[config.mk]
export PLATFORM = sky130hd
export DESIGN_NAME = pc_sequencer
export DESIGN_NICKNAME = d
export VERILOG_FILES = /design/src/rtl/pc_sequencer.sv
export SDC_FILE = /design/constraint.sdc
export NUM_CORES = 1
export LEC_CHECK = 0
export BUFFER_PORTS_ARGS = -buffer_cell sky130_fd_sc_hd__buf_2
export CAP_MARGIN = 20
export CORE_MARGIN = 10
export CORE_UTILIZATION = 45
export DETAILED_ROUTE_END_ITERATION = 10
export PLACE_DENSITY = 0.83
export SLEW_MARGIN = 20
export SYNTH_ARGS = -nofsm -noshare
export SYNTH_HDL_FRONTEND = slang
export SYNTH_SLANG_ARGS = --single-unit
[constraint.sdc]
create_clock -name clock -period 2.9 [get_ports clock]
set_input_delay 0.29 -clock clock [delete_from_list [all_inputs] [get_ports clock]]
set_output_delay 0.29 -clock clock [all_outputs]
set_load 0.02 [all_outputs]
[src/rtl/pc_sequencer.sv]
// Fetch-control sequencer: picks the next PC among sequential advance, EX
// redirects, trap entry/return and the boot vector, and drives the flushes.
module pc_sequencer #(
    parameter logic [31:0] RESET_VECTOR = 32'h0000_0000,
    parameter logic [31:0] TRAP_VECTOR  = 32'h0000_0100,
    parameter int unsigned BOOT_CYCLES  = 4
) (
    input  logic        clock,
    input  logic        reset_n,
    input  logic [31:0] pc,
    input  logic        imem_ready,
    input  logic        hazard_stall,
    input  logic        redirect_valid,
    input  logic [31:0] redirect_target,
    input  logic        trap_req,
    input  logic [31:0] trap_pc,
    input  logic [3:0]  trap_cause,
    input  logic        mret,
    output logic [31:0] next_pc,
    output logic        pc_en,
    output logic        flush_if,
    output logic        flush_id,
    output logic [31:0] epc,
    output logic [3:0]  cause,
    output logic        in_handler,
    output logic        halted
);

    localparam int unsigned CNT_W = (BOOT_CYCLES > 1) ? $clog2(BOOT_CYCLES) : 1;
    localparam logic [CNT_W-1:0] CNT_INIT = CNT_W'(BOOT_CYCLES - 1);

    typedef enum logic [2:0] {
        S_BOOT,
        S_RUN,
        S_REDIR_WAIT,
        S_TRAP,
        S_HALT
    } state_t;

    state_t           state, state_nxt;
    logic [CNT_W-1:0] boot_cnt, boot_cnt_nxt;
    logic [31:0]      pend_target, pend_target_nxt;
    logic [31:0]      epc_nxt;
    logic [3:0]       cause_nxt;
    logic             in_handler_nxt;
    logic             halted_nxt;
    logic             trap_hit;

    // State and architectural trap registers
    always_ff @(posedge clock or negedge reset_n) begin
        if (!reset_n) begin
            state       <= S_BOOT;
            boot_cnt    <= CNT_INIT;
            pend_target <= '0;
            epc         <= '0;
            cause       <= '0;
            in_handler  <= 1'b0;
            halted      <= 1'b0;
        end else begin
            state       <= state_nxt;
            boot_cnt    <= boot_cnt_nxt;
            pend_target <= pend_target_nxt;
            epc         <= epc_nxt;
            cause       <= cause_nxt;
            in_handler  <= in_handler_nxt;
            halted      <= halted_nxt;
        end
    end

    // Next-state and fetch-control outputs
    always_comb begin
        state_nxt       = state;
        boot_cnt_nxt    = boot_cnt;
        pend_target_nxt = pend_target;
        epc_nxt         = epc;
        cause_nxt       = cause;
        in_handler_nxt  = in_handler;
        halted_nxt      = halted;
        next_pc         = pc;
        pc_en           = 1'b0;
        flush_if        = 1'b0;
        flush_id        = 1'b0;

        // Traps are honoured in RUN and REDIR_WAIT ahead of everything else
        trap_hit = trap_req && ((state == S_RUN) || (state == S_REDIR_WAIT));

        if (trap_hit) begin
            flush_if = 1'b1;
            flush_id = 1'b1;
            if (in_handler) begin
                halted_nxt = 1'b1;
                state_nxt  = S_HALT;
            end else begin
                epc_nxt   = trap_pc;
                cause_nxt = trap_cause;
                state_nxt = S_TRAP;
            end
        end else begin
            case (state)
                S_BOOT: begin
                    next_pc = RESET_VECTOR;
                    if (boot_cnt == '0) begin
                        pc_en     = 1'b1;
                        state_nxt = S_RUN;
                    end else begin
                        flush_if     = 1'b1;
                        flush_id     = 1'b1;
                        boot_cnt_nxt = boot_cnt - CNT_W'(1);
                    end
                end
                S_RUN: begin
                    if (mret || redirect_valid) begin
                        next_pc  = mret ? epc : redirect_target;
                        flush_if = 1'b1;
                        flush_id = 1'b1;
                        pc_en    = imem_ready;
                        if (mret) begin
                            in_handler_nxt = 1'b0;
                        end
                        if (!imem_ready) begin
                            pend_target_nxt = next_pc;
                            state_nxt       = S_REDIR_WAIT;
                        end
                    end else if (!hazard_stall && imem_ready) begin
                        next_pc = pc + 32'd4;
                        pc_en   = 1'b1;
                    end
                end
                S_REDIR_WAIT: begin
                    next_pc  = pend_target;
                    flush_if = 1'b1;
                    pc_en    = imem_ready;
                    if (imem_ready) begin
                        state_nxt = S_RUN;
                    end
                end
                S_TRAP: begin
                    next_pc        = TRAP_VECTOR;
                    pc_en          = 1'b1;
                    flush_if       = 1'b1;
                    in_handler_nxt = 1'b1;
                    state_nxt      = S_RUN;
                end
                S_HALT: begin
                    flush_if = 1'b1;
                    flush_id = 1'b1;
                end
                default: begin
                    state_nxt = S_BOOT;
                end
            endcase
        end

        // Held in reset: fetch parked on the boot vector with pipeline flushed
        if (!reset_n) begin
            next_pc  = RESET_VECTOR;
            pc_en    = 1'b0;
            flush_if = 1'b1;
            flush_id = 1'b1;
        end
    end

endmodule

==> results of run 1 <==
sequential cells by signal, indices dropped and copies added, names as in the netlist:
| register | flops |
|---|---|
| in_handler | 1 |
| epc | 32 |
| state | 3 |
| cause | 4 |
| boot_cnt | 2 |
| halted | 1 |
| pend_target | 32 |
worst max-delay path: cells and delay by family, from the launching register on:
| family | cells | cell delay (ps) |
|---|---|---|
| xor+xnor | 1 | 350 |
| flops | 1 | 530 |
| simple gates | 1 | 160 |
| compound gates | 3 | 600 |
| buf+inv | 2 | 410 |
logic make-up after synthesis:
kind of cell	share of synthesized area [%]
flip-flops	37.6
multiplexers	22.9
XOR/XNOR	0.351
AND/OR/NAND/NOR	13.7
AO/OA/AOI/OAI	20.5
buffers and inverters	4.46
adder cells (fa/ha/maj)	0.501
per-stage QoR:
step	area, µm²	hold slack, ps	std cells	utilization, %
after floorplan	5000	-5.59	496	-
after global placement	6060	205	802	55.9
after detailed placement	6060	208	802	55.9
after CTS	6220	141	816	57.4
after global routing	6230	145	816	57.4
final	6230	158	816	57.4
placed cells by master, fill, tap and decap left out, types with 3 or more instances in the layout:
cell,Yosys,layout
sky130_fd_sc_hd__nor2b_1,11,10
sky130_fd_sc_hd__nor3_1,3,3
sky130_fd_sc_hd__o211ai_1,4,4
sky130_fd_sc_hd__o21ai_0,38,38
sky130_fd_sc_hd__nor2_1,31,31
sky130_fd_sc_hd__dfrtp_1,73,72
sky130_fd_sc_hd__clkbuf_8,0,10
sky130_fd_sc_hd__clkbuf_1,14,3
sky130_fd_sc_hd__nand2_1,23,21
sky130_fd_sc_hd__and3_1,4,4
sky130_fd_sc_hd__a22oi_1,16,16
sky130_fd_sc_hd__mux2i_1,11,11
sky130_fd_sc_hd__mux2_2,91,91
sky130_fd_sc_hd__a22o_1,8,8
sky130_fd_sc_hd__nand3_1,14,14
sky130_fd_sc_hd__a222oi_1,4,4
sky130_fd_sc_hd__a21oi_1,25,24
sky130_fd_sc_hd__inv_1,7,7
sky130_fd_sc_hd__buf_2,13,178
sky130_fd_sc_hd__a2bb2oi_1,3,3
sky130_fd_sc_hd__o31a_1,6,6
sky130_fd_sc_hd__a221o_1,5,5
sky130_fd_sc_hd__o22ai_1,10,10
sky130_fd_sc_hd__a21o_1,4,4
sky130_fd_sc_hd__nand4b_1,4,4
sky130_fd_sc_hd__buf_4,1,21
sky130_fd_sc_hd__nand4_1,11,11
sky130_fd_sc_hd__a31oi_1,7,7
path summary, 6_finish.rpt:
| check | from | end | slack, ps | depth (start not counted) |
|---|---|---|---|---|
| setup / recovery | state[1] | next_pc[12] | 180 | 7 |
| hold / removal | trap_pc[30] | epc[30] | 160 | 2 |
| setup reg to reg | state[1] | pend_target[18] | 800 | 5 |
| hold reg to reg | halted | halted | 450 | 1 |
| max in group asynchronous | reset_n | state[1] | 1650 | 3 |
| min in group asynchronous | reset_n | pend_target[7] | 370 | 2 |
routing by layer:
metal  global-route usage (%)  wire length [µm]  vias to the layer above
met4                     5.35               214                        2
met5                        0                 8                        -
met1                     25.3              7170                     2366
li1                         -                 -                     2249
met3                     7.06              1250                       17
met2                     35.2              8220                      169
repair_timing:
item | 4_1_cts | 5_1_grt
hold buffers | 1 | 0
setup buffers | 0 | 0
resized for setup | 0 | 4
hold endpoints to repair | 16 | 0
setup endpoints to repair | 0 | 17
power groups by stage:
stage          Combinational [W]  Sequential (W)  Clock (W)
2_1_floorplan            0.00212         0.00217          0
3_3_place_gp             0.00344         0.00186          0
3_5_place_dp             0.00351         0.00191          0
4_1_cts                  0.00352         0.00190   0.000714
5_1_grt                  0.00380         0.00197   0.000758
6_report                 0.00350         0.00190   0.000688
final cells by class:
type | instances | area [µm²] | area share, %
tap | 140 | 175 | 2.81
multi-input combinational | 379 | 2910 | 46.8
clock buffer | 13 | 149 | 2.39
inverter | 8 | 30.0 | 0.482
timing repair buffer | 201 | 1080 | 17.3
sequential | 75 | 1880 | 30.2
Yosys cell counts, drive strengths merged, types with 2 or more instances:
cell type  number  share of area (%)
a41oi           2               0.35
nor4            4               0.93
nand3          15                1.6
nand4          12                1.6
dfrtp          73                 37
a32oi           2               0.35
a222oi          4               0.80
nor3b           2               0.53
o21a            2               0.30
a32o            2               0.40
a221o           5                1.0
buf            20                2.8
a22oi          16                2.4
inv             7               0.53
nor3            5               0.83
a31oi           7               0.88
a22o            8                1.4
nand2b          2               0.25
ha              2               0.50
mux2           92                 21
dfstp           2                1.1
a21o            4               0.60
nor2b          11                1.4
o21ai          41                4.2
o311ai          2               0.35
a21oi          25                2.5
clkbuf         14                1.1
nor2           33                2.7
nand4b          4               0.70
o22ai          10                1.3
o31a            6                1.1
nand2          23                1.7
o211ai          4               0.60
a2bb2oi         3               0.53
mux2i          11                2.2
o221a           2               0.45
and3            5               0.65
==> impl_summary.md, run 1 <==
Timing
Between clock sinks in the finished design, the worst skew comes to 12.7 ps. After routing, the total negative slack on setup checks comes to 0 ps. Setup violations remaining at the end of the flow were counted as 0.

Setup repair after global routing left no endpoint under its margin. The number of hold violations in the final report is 0. The achievable clock frequency is 368 MHz. Measured against its own limit, the worst slew margin works out to 59.4%.

The transition time at the pin with the least slew margin is 606 ps. The setup slack of the critical path after layout is 183 ps. For the finished layout, the period the worst path requires is 2720 ps. The period utilization is 93.7%. The number of pins with negative max-slew slack in the final report was 0.

Worst setup path
The worst setup path is captured at an output port. Among all stages on the critical path, the largest delay is contributed by sky130_fd_sc_hd__dfrtp_2. Data on the critical path is required at its endpoint by 2610 ps. The worst setup path is launched from a flip-flop.

The class of the most critical setup path is flip-flop to output port. The biggest fanout along the worst timing path is 14. Walking the worst path, the cells encountered are xor2_1 > a21oi_2 > buf_4 > nand2_1 > o311ai_0 > o22ai_1 > buf_2. Data arrives at the worst endpoint at 2430 ps. The peak per-stage delay on the critical path is 530 ps.

Placed design
The pre-CTS setup slack is 458 ps. Once detailed placement completed, the half-perimeter wirelength came to 12900 µm. The number of port buffers is 179. At the end of routability-driven placement, the weighted congestion stood at 0.879.

Layout
The net total in the final layout is 783. The fraction of final layout cells with drive strength greater than 1 is 47.8%. 0 antenna diodes ended up in the layout. The layout overhead on the synthesized area is 24.6%. The fill cell total of the finished layout is 993.

Clocking
In this run the number of H-tree levels came out at 3. The clock slew seen by the registers of the worst setup and hold paths is 80 ps. The tree built by TritonCTS fans out to 75 sinks. The later-pin clock latency in the skew report is 370 ps. The TritonCTS clock tree is built. The longest clock path from root to sink contains 2 buffers. Clock tree synthesis inserted a total of 9 buffers. The root buffer cell is sky130_fd_sc_hd__clkbuf_8.

Power and ir drop
The cell area power density is 978 mW/mm². The overall power is 0.00609 W. The switching power total is 0.00268 W. Summed over all cells, the static leakage comes to 2.83 nW.

The internal power of the cells totals 0.00341 W. The portion of total power attributed to combinational logic is 57.5%. The switching share of power is 44.1%.

IR analysis of the VDD net gives a maximum drop of 0.602 mV. Sequential cells burn 31.2% of the power. The part of the power in the clock network is 11.3%.

Detailed routing
The first routing iteration left 399 violations. The average vias per placed instance is 5.89. The remaining antenna violation count is 0. The total detailed-routing wirelength is 16900 µm. The pre-antenna-repair detailed-routing pass consisted of 6 iterations.

The total number of vias is 4803. In the final routed layout, each cell accounts on average for 20.7 µm. For this run, design rule violations remaining after detail routing come to 0.

Yosys
In this run, synthesis inferred 0 flip-flops with an integrated enable. The cell count after synthesis is 496. The combined area of all synthesized cells is 0.00500 mm². Each instance of the synthesized netlist takes up on average 10.1 µm².

In this run, synthesis produced a sequential element count of 75. The proportion of register bits with asynchronous set or reset after synthesis is 100%. The number of nets in the synthesized netlist is 605. During synthesis, Yosys emitted a total of 0 warnings. Among all flip-flop cells after synthesis, the most frequent one is sky130_fd_sc_hd__dfrtp_1. Of the synthesized area, sequential elements account for 37.6%. The count of cell types in the netlist is 66.

Floorplan
The floorplan step defined a core boundary enclosing 0.0108 mm². Measured along the y axis, the die boundary spans 125 µm. The die covers 0.0157 mm². The number of cell rows is 38. The die is 125 µm wide. For this configuration, the core starts out at a cell density of 46.1%. The count of boundary I/O pins is 180.

Global routing
The maximum number of pins on one net before global-route repair is 45. The first global-routing pass estimated 27400 µm of wire. The number of antenna violations at the first check in global routing was 1. For this run the aggregate overflow at the end of global routing stands at 0. The via count of the first global-routing pass is 5186.

For this run, the total global-route usage over all layers was measured as 21.0%.

Outcome
The flow ran to the end, and the final reports show no timing, DRC or antenna violations.

Hold path
The min-delay analysis places its worst path in the category primary input to flip-flop.

Flow run
The number of max-cap violations is 0.
Power figures use the tool's default switching activity.
==> run 2, diff against run 1 <==
ABC_AREA = 1   (was default)
PLACE_DENSITY = 0.73   (was 0.83)
clock period = 3.1 ns   (was 2.9 ns; I/O delays follow)
==> run 2 against run 1 <==
Against the previous run:
- sequential power fell by 8%
- critical path type unchanged
- global-route usage fell by 1.3 points
- sequential share of layout area fell by 1.3 points
- critical endpoint is now next_pc[2]
==> impl_summary.md, run 2 <==
Power and ir drop
The cell area power density is 938 mW/mm². The overall power is 0.00609 W. The worst supply voltage drop on vdd is 0.498 mV. Summed over all cells, the static leakage comes to 3.40 nW.

Worst setup path
At the worst endpoint, the arrival time is 2340 ps. In this design, the stage delay of the slowest critical-path cell is 410 ps. The data required time of the critical path is 2790 ps. The critical path goes through nand2_1 > inv_2 > nand2_1 > nand2_2 > nand2_2 > nand2_1 > inv_1 > buf_4 > o21ai_0 > a31oi_1 > buf_2. The number of buffers and inverters on the critical path is 4. The type of element capturing the critical path is an output port. By startpoint and endpoint, the worst setup path is classified as flip-flop to output port. The biggest fanout along the worst timing path is 29.

In this design, the critical path's most frequently occurring cell is sky130_fd_sc_hd__nand2_1. The kind of start point of the critical path is a flip-flop. The slowest stage cell on the critical path is sky130_fd_sc_hd__dfrtp_1.

In this design, the largest share of critical-path delay is due to buffers and inverters.

Floorplan
The die covers 0.0161 mm². The area of the core is 0.0110 mm². In this run the core area contains 38 standard-cell rows.

The count of boundary I/O pins is 180. The initial cell density of the core is 46.7%. The y dimension of the die is 127 µm. From left edge to right edge, the die measures 127 µm.

Clocking
The clock slew seen by the registers of the worst setup and hold paths is 60 ps. The later-pin clock latency in the skew report is 330 ps. The maximum buffer depth of the clock tree is 2. After clock tree synthesis, the setup repair step added 0 buffers. CTS saw 75 sinks. The TritonCTS clock tree is built. The total CTS buffers is 9. The root buffer cell chosen for the clock tree is sky130_fd_sc_hd__clkbuf_16. The H-tree depth reported by CTS is 3.

Global routing
The combined global-route utilization of all metal layers is 19.7%. The via count of the first global-routing pass is 5288. The number of antenna violations at the first check in global routing is 1.

The first global-routing pass estimated 26600 µm of wire. Entering global routing, the biggest net connects 53 pins. After global routing the overflow that remains totals 0.

Layout
The area occupied by multi-input gates is 0.00285 mm². The fraction of final layout cells with drive strength greater than 1 is 29.4%. The top cell types in the final layout, fill and taps aside, are sky130_fd_sc_hd__nand2_1 (188), sky130_fd_sc_hd__buf_2 (178), sky130_fd_sc_hd__o21ai_0 (85). Counting the fill cells in the layout gives 1086.

Leaving out fill and tap cells, the most frequent cell in the layout is sky130_fd_sc_hd__nand2_1. Compared with the post-synthesis result, the final layout area differs by 26.1%. The register area is 0.00188 mm². In the final layout, the registers with the most flip-flops are epc x32, pend_target x32, cause x4. 0 antenna diodes ended up in the layout. For this run, the post-layout net count is 991. Once layout is complete, the utilization of the core stands at 58.8%.

Yosys
The post-synthesis register bit count is 75. The count of cell types in the netlist is 33. The per-instance average area after synthesis is 7.24 µm². The cell type with the largest total area after synthesis is sky130_fd_sc_hd__dfrtp_1.

When the netlist entered floorplanning its net count stood at 820. The main flop type after synthesis is sky130_fd_sc_hd__dfrtp_1. In this run the cell area of the synthesized design comes to 0.00515 mm². The number of enable flip-flop cells after synthesis is 0. In the synthesized netlist, the number of instances is 711. The synthesized design devotes to its leading area cell type 35.5% of total area. For this run, the number of Yosys warnings is 0.

Ranked by total cell area, the synthesized netlist is headed by sky130_fd_sc_hd__dfrtp_1 (35%), sky130_fd_sc_hd__nand2_1 (14%), sky130_fd_sc_hd__o21ai_0 (8.3%). By count the netlist is led by sky130_fd_sc_hd__nand2_1 (188), sky130_fd_sc_hd__o21ai_0 (85), sky130_fd_sc_hd__dfrtp_1 (73). Of the synthesized area, sequential elements account for 36.5%. The leading cell type by number of instances after synthesis is sky130_fd_sc_hd__nand2_1. The proportion of register bits with asynchronous set or reset after synthesis is 100%.

Placed design
Timing analysis after detailed placement gives a worst setup slack of 771 ps. At the end of routability-driven placement, the weighted congestion stood at 0.962. During placement, the flow inserted port buffers numbering 179. Summed over all nets, the half-perimeter wirelength after detailed placement is 12900 µm.

Detailed routing
The detailed-route wire length per cell is 16.0 µm. Across all layers, the routed design uses 5342 vias. The remaining antenna violation count is 0. In this run, the number of DRC markers left after iteration 0 of detailed routing was 394. The total detailed-routing wirelength is 16400 µm. The number of iterations in the first detailed-routing pass is 5. After detailed routing, the number of vias per cell comes to 5.20. The number of remaining DRC errors is 0.

Timing
The number of pins with negative max-slew slack in the final report is 0. The clock skew is 10.3 ps. The final count of negative-setup-slack endpoints is 0. Timing would allow up to 377 MHz.

Setup repair after global routing left no endpoint under its margin. The worst path needs 2650 ps of the cycle, external delays included. Dividing the final minimum period by the clock period gives 85.5%. The max-slew headroom at the worst pin is 61.6%. The setup slack of the critical path after layout is 450 ps. The transition time at the pin with the least slew margin is 576 ps.

The number of hold violations in the final report is 0. In the final timing run, aggregate negative setup slack is 0 ps.

Outcome
The run finished with clean final reports.

Flow run
The number of max-cap violations is 0.

Hold path
The worst hold path belongs to the class primary input to flip-flop.
run 2: area by class of cell:
| cell class | count | share of cell area [%] |
|---|---|---|
| sequential | 75 | 29.0 |
| tap | 140 | 2.70 |
| timing repair buffer | 194 | 15.6 |
| clock inverter | 5 | 1.20 |
| clock buffer | 11 | 3.59 |
| inverter | 71 | 4.11 |
| multi-input combinational | 531 | 43.9 |
run 2: kinds of logic (layout without fill, tap and decap cells):
family	after synthesis	count (layout)	synth area share (%)
XOR/XNOR	7	7	1.19
multiplexers	47	47	11.4
AO/OA/AOI/OAI	150	150	16.2
AND/OR/NAND/NOR	325	325	25.9
buffers and inverters	105	281	8.29
adder cells (fa/ha/maj)	2	2	0.486
flip-flops	75	75	36.5
run 2: timing repair:
action | 4_1_cts | 5_1_grt
hold endpoints to repair | 15 | 0
hold buffers | 1 | 0
gates resized for setup | 0 | 0
run 2: final timing paths:
check                      startpoint              to  slack, ps  cells after the start
max                          state[1]      next_pc[2]        450                     11
min                        trap_pc[8]          epc[8]        210                      2
max reg2reg                  state[2]         epc[27]       1010                      9
min reg2reg                    halted          halted        460                      2
max in group asynchronous     reset_n         epc[23]       1640                      3
min in group asynchronous     reset_n  pend_target[8]        520                      2
run 2: where the power goes:
group | total [W] | switching, W | internal [W]
Clock | 0.00109 | 0.000388 | 0.000702
Sequential | 0.00175 | 0.000294 | 0.00146
Combinational | 0.00325 | 0.00205 | 0.00120
run 2: routing by layer:
metal | GRT usage (%) | part of all wire, % | up-vias | routed length (µm)
li1 | - | - | 2681 | -
met1 | 26.4 | 45 | 2405 | 7340
met2 | 29.8 | 44 | 230 | 7270
met3 | 5.58 | 9.2 | 26 | 1510
met4 | 6.70 | 1.6 | 0 | 259
met5 | 0 | 0 | - | 0
run 2: metrics by stage:
| stage | cells | instance area, µm² | hold WS, ps |
|---|---|---|---|
| 3_3_place_gp | 1010 | 6170 | 329 |
| 4_1_cts | 1027 | 6490 | 195 |
| 6_report | 1027 | 6490 | 205 |
| 3_5_place_dp | 1010 | 6170 | 326 |
| 2_1_floorplan | 711 | 5150 | 14.4 |
| 5_1_grt | 1027 | 6490 | 206 |
==> run 3, diff against run 2 <==
ABC_AREA = default   (was 1)
PLACE_DENSITY = 0.74   (was 0.73)
==> run 3 against run 2 <==
Against the previous run:
- cell area down 2.9%
- via count decreased by 7.9%
- largest power group unchanged
- critical path type unchanged
- wire length up 5.1%
- critical endpoint is now next_pc[17]
- fmax is 9.4% lower
- setup slack got worse by 270 ps
- core utilization shrank 0.72 points
- non-clock buffer count is 6 higher
- critical path depth fell by 4
- final cell count down 20%
==> impl_summary.md, run 3 (synthesized netlist as in run 1, its figures left out) <==
Clocking
The H-tree was split into 3 levels. The clock slew seen by the registers of the worst setup and hold paths is 80 ps. The count of clock tree sinks is 75. The root buffer cell is sky130_fd_sc_hd__clkbuf_8. The TritonCTS clock tree is built.

At the later pin of the worst-skew pair, clock insertion delay measures 380 ps. The total CTS buffers is 9. In this run, post-CTS repair resized a total of 0 instances. The maximum buffer depth of the clock tree is 2.

Placed design
The wire-length estimate of the detail-placed layout is 13200 µm. At the end of routability-driven placement, the weighted congestion stood at 0.845. Buffers placed on the I/O ports in this run total 179.

The pre-CTS setup slack is 643 ps.

Layout
The repair_antennas step left the layout with diodes totalling 0. Compared with the post-synthesis result, the final layout area differs by 26.1%. The net total in the final layout is 782.

The commonest non-fill, non-tap cell in the layout is sky130_fd_sc_hd__buf_2. Leaving out fill and tap cells, the most frequent cells in the layout are sky130_fd_sc_hd__buf_2 (178), sky130_fd_sc_hd__mux2_2 (91), sky130_fd_sc_hd__dfrtp_1 (73). The largest registers in the layout are epc x32, pend_target x32, cause x4. In the final layout, the share of cells above drive strength 1 is 47.9%. After filler insertion, the fill cell instance count of the layout stands at 999.

Power and ir drop
For this design the ratio of total power to cell area is 951 mW/mm². Across the VDD grid, the largest voltage drop is 0.615 mV. The static leakage is 2.86 nW.

Worst setup path
Data on the critical path is required at its endpoint by 2790 ps. The launch point of the worst path is state[1]. The worst register-to-register path begins at state[1]. In this run the critical register-to-register path is captured at pend_target[13]. The type of element capturing the critical path is an output port. The biggest fanout along the worst timing path is 15. The number of cells traversed by the worst register-to-register path is 5. Following the worst setup path forward leads to its endpoint at next_pc[17]. In this run the register-to-register setup slack is 940 ps. The critical path is of the flip-flop to output port type. Data arrives at the worst endpoint at 2610 ps. STA classifies the critical path startpoint as a flip-flop.

Timing
The max-slew headroom at the worst pin is 59.0%. The clock skew is 12.4 ps. Setup repair after global routing left no endpoint under its margin. The smallest clock period supported by the final layout is computed as 2920 ps. The number of pins with negative max-slew slack in the final report is 0.

The period utilization is 94.3%. For this run, the top clock speed supported by timing is 342 MHz. The transition time at the pin with the least slew margin is 612 ps. The worst hold slack is 154 ps.

The total negative setup slack is 0 ps. The final count of negative-setup-slack endpoints is 0. The number of hold violations in the final report is 0. The worst path meets setup with 176 ps of slack.

Hold path
The startpoint of the worst hold path is trap_pc[16]. The min-delay analysis places its worst path in the category primary input to flip-flop.

Detailed routing
Using the TritonRoute via totals, the vias-per-cell ratio works out to 6.02. The total number of vias is 4922. The count of nets left with antenna violations once routing finished came out at 0. The detailed-route wire length per cell is 21.1 µm. The violation count after the first detailed-routing iteration is 429. The total detailed-routing wirelength is 17200 µm. In the routed design, unresolved DRC markers number 0.

The first detailed-routing pass took 9 iterations.

Floorplan
The initial cell density of the core is 46.1%. Measured along the y axis, the die boundary spans 125 µm. 180 I/O pins were placed.

The floorplan step defined a die boundary enclosing 0.0157 mm². Row generation in the floorplan step produced 38 rows. The floorplan die width is 125 µm. In this run the standard cell core region covers 0.0108 mm².

Global routing
The number of antenna violations at the first check in global routing is 0. Summed over all layers, the global routing overflow is 0. Entering global routing, the biggest net connects 43 pins.

The via count of the first global-routing pass was 5085. The global-route wire length before repair is 27200 µm. Global routing used 21.2% of the available tracks.

Flow run
The number of max-cap violations is 0.

Outcome
The run finished with clean final reports.
==> run 3: metal layers <==
metal  global-route usage [%]  part of all wire (%)  vias up
met2                     35.5                    49      253
met5                        0                     0        -
met4                     7.18                   1.9        0
met3                     6.76                   9.7       27
li1                         -                     -     2257
met1                     25.1                    39     2385
==> run 3: power by group <==
group	switching [W]	internal [W]
registers	0.000323	0.00146
clock network	0.000393	0.000556
logic	0.00185	0.00141
==> run 3: metrics by stage <==
stage	instances	power, W	area [µm²]	utilization (%)
floorplan	496	0.00401	5000	-
global placement	801	0.00499	6040	55.7
detailed placement	801	0.00507	6040	55.7
CTS	818	0.00603	6300	58.1
global route	818	0.00639	6300	58.1
finish	818	0.00599	6300	58.1
==> run 3: critical path, cell delays in order, from the launching register on <==
cell	delay (ps)
sky130_fd_sc_hd__dfrtp_1	640
sky130_fd_sc_hd__xor2_1	410
sky130_fd_sc_hd__a21oi_2	130
sky130_fd_sc_hd__buf_4	220
sky130_fd_sc_hd__nor2_1	320
sky130_fd_sc_hd__o21ai_0	160
sky130_fd_sc_hd__o21ai_0	130
sky130_fd_sc_hd__buf_2	220
==> run 3: cell type report <==
| type | instances | area (µm²) | area share [%] |
|---|---|---|---|
| Clock inverter | 6 | 113 | 1.79 |
| Timing Repair Buffer | 200 | 1060 | 16.8 |
| Clock buffer | 10 | 138 | 2.18 |
| Sequential cell | 75 | 1880 | 29.8 |
| Multi-Input combinational cell | 379 | 2910 | 46.1 |
| Inverter | 8 | 30.0 | 0.477 |
| Tap cell | 140 | 175 | 2.78 |
==> run 3: worst min-delay path by stage <==
| stage | endpoint | slack [ps] | cells past startpoint |
|---|---|---|---|
| after floorplan | cause[0] | 10 | 0 |
| after global placement | pend_target[24] | 190 | 1 |
| after detailed placement | pend_target[24] | 190 | 1 |
| after CTS | epc[16] | 140 | 2 |
| after global routing | epc[12] | 150 | 2 |
| final | epc[16] | 150 | 2 |
==> run 3: repair_timing <==
action	4_1_cts	5_1_grt
setup buffers	0	0
hold endpoints to repair	8	0
hold buffers	1	0
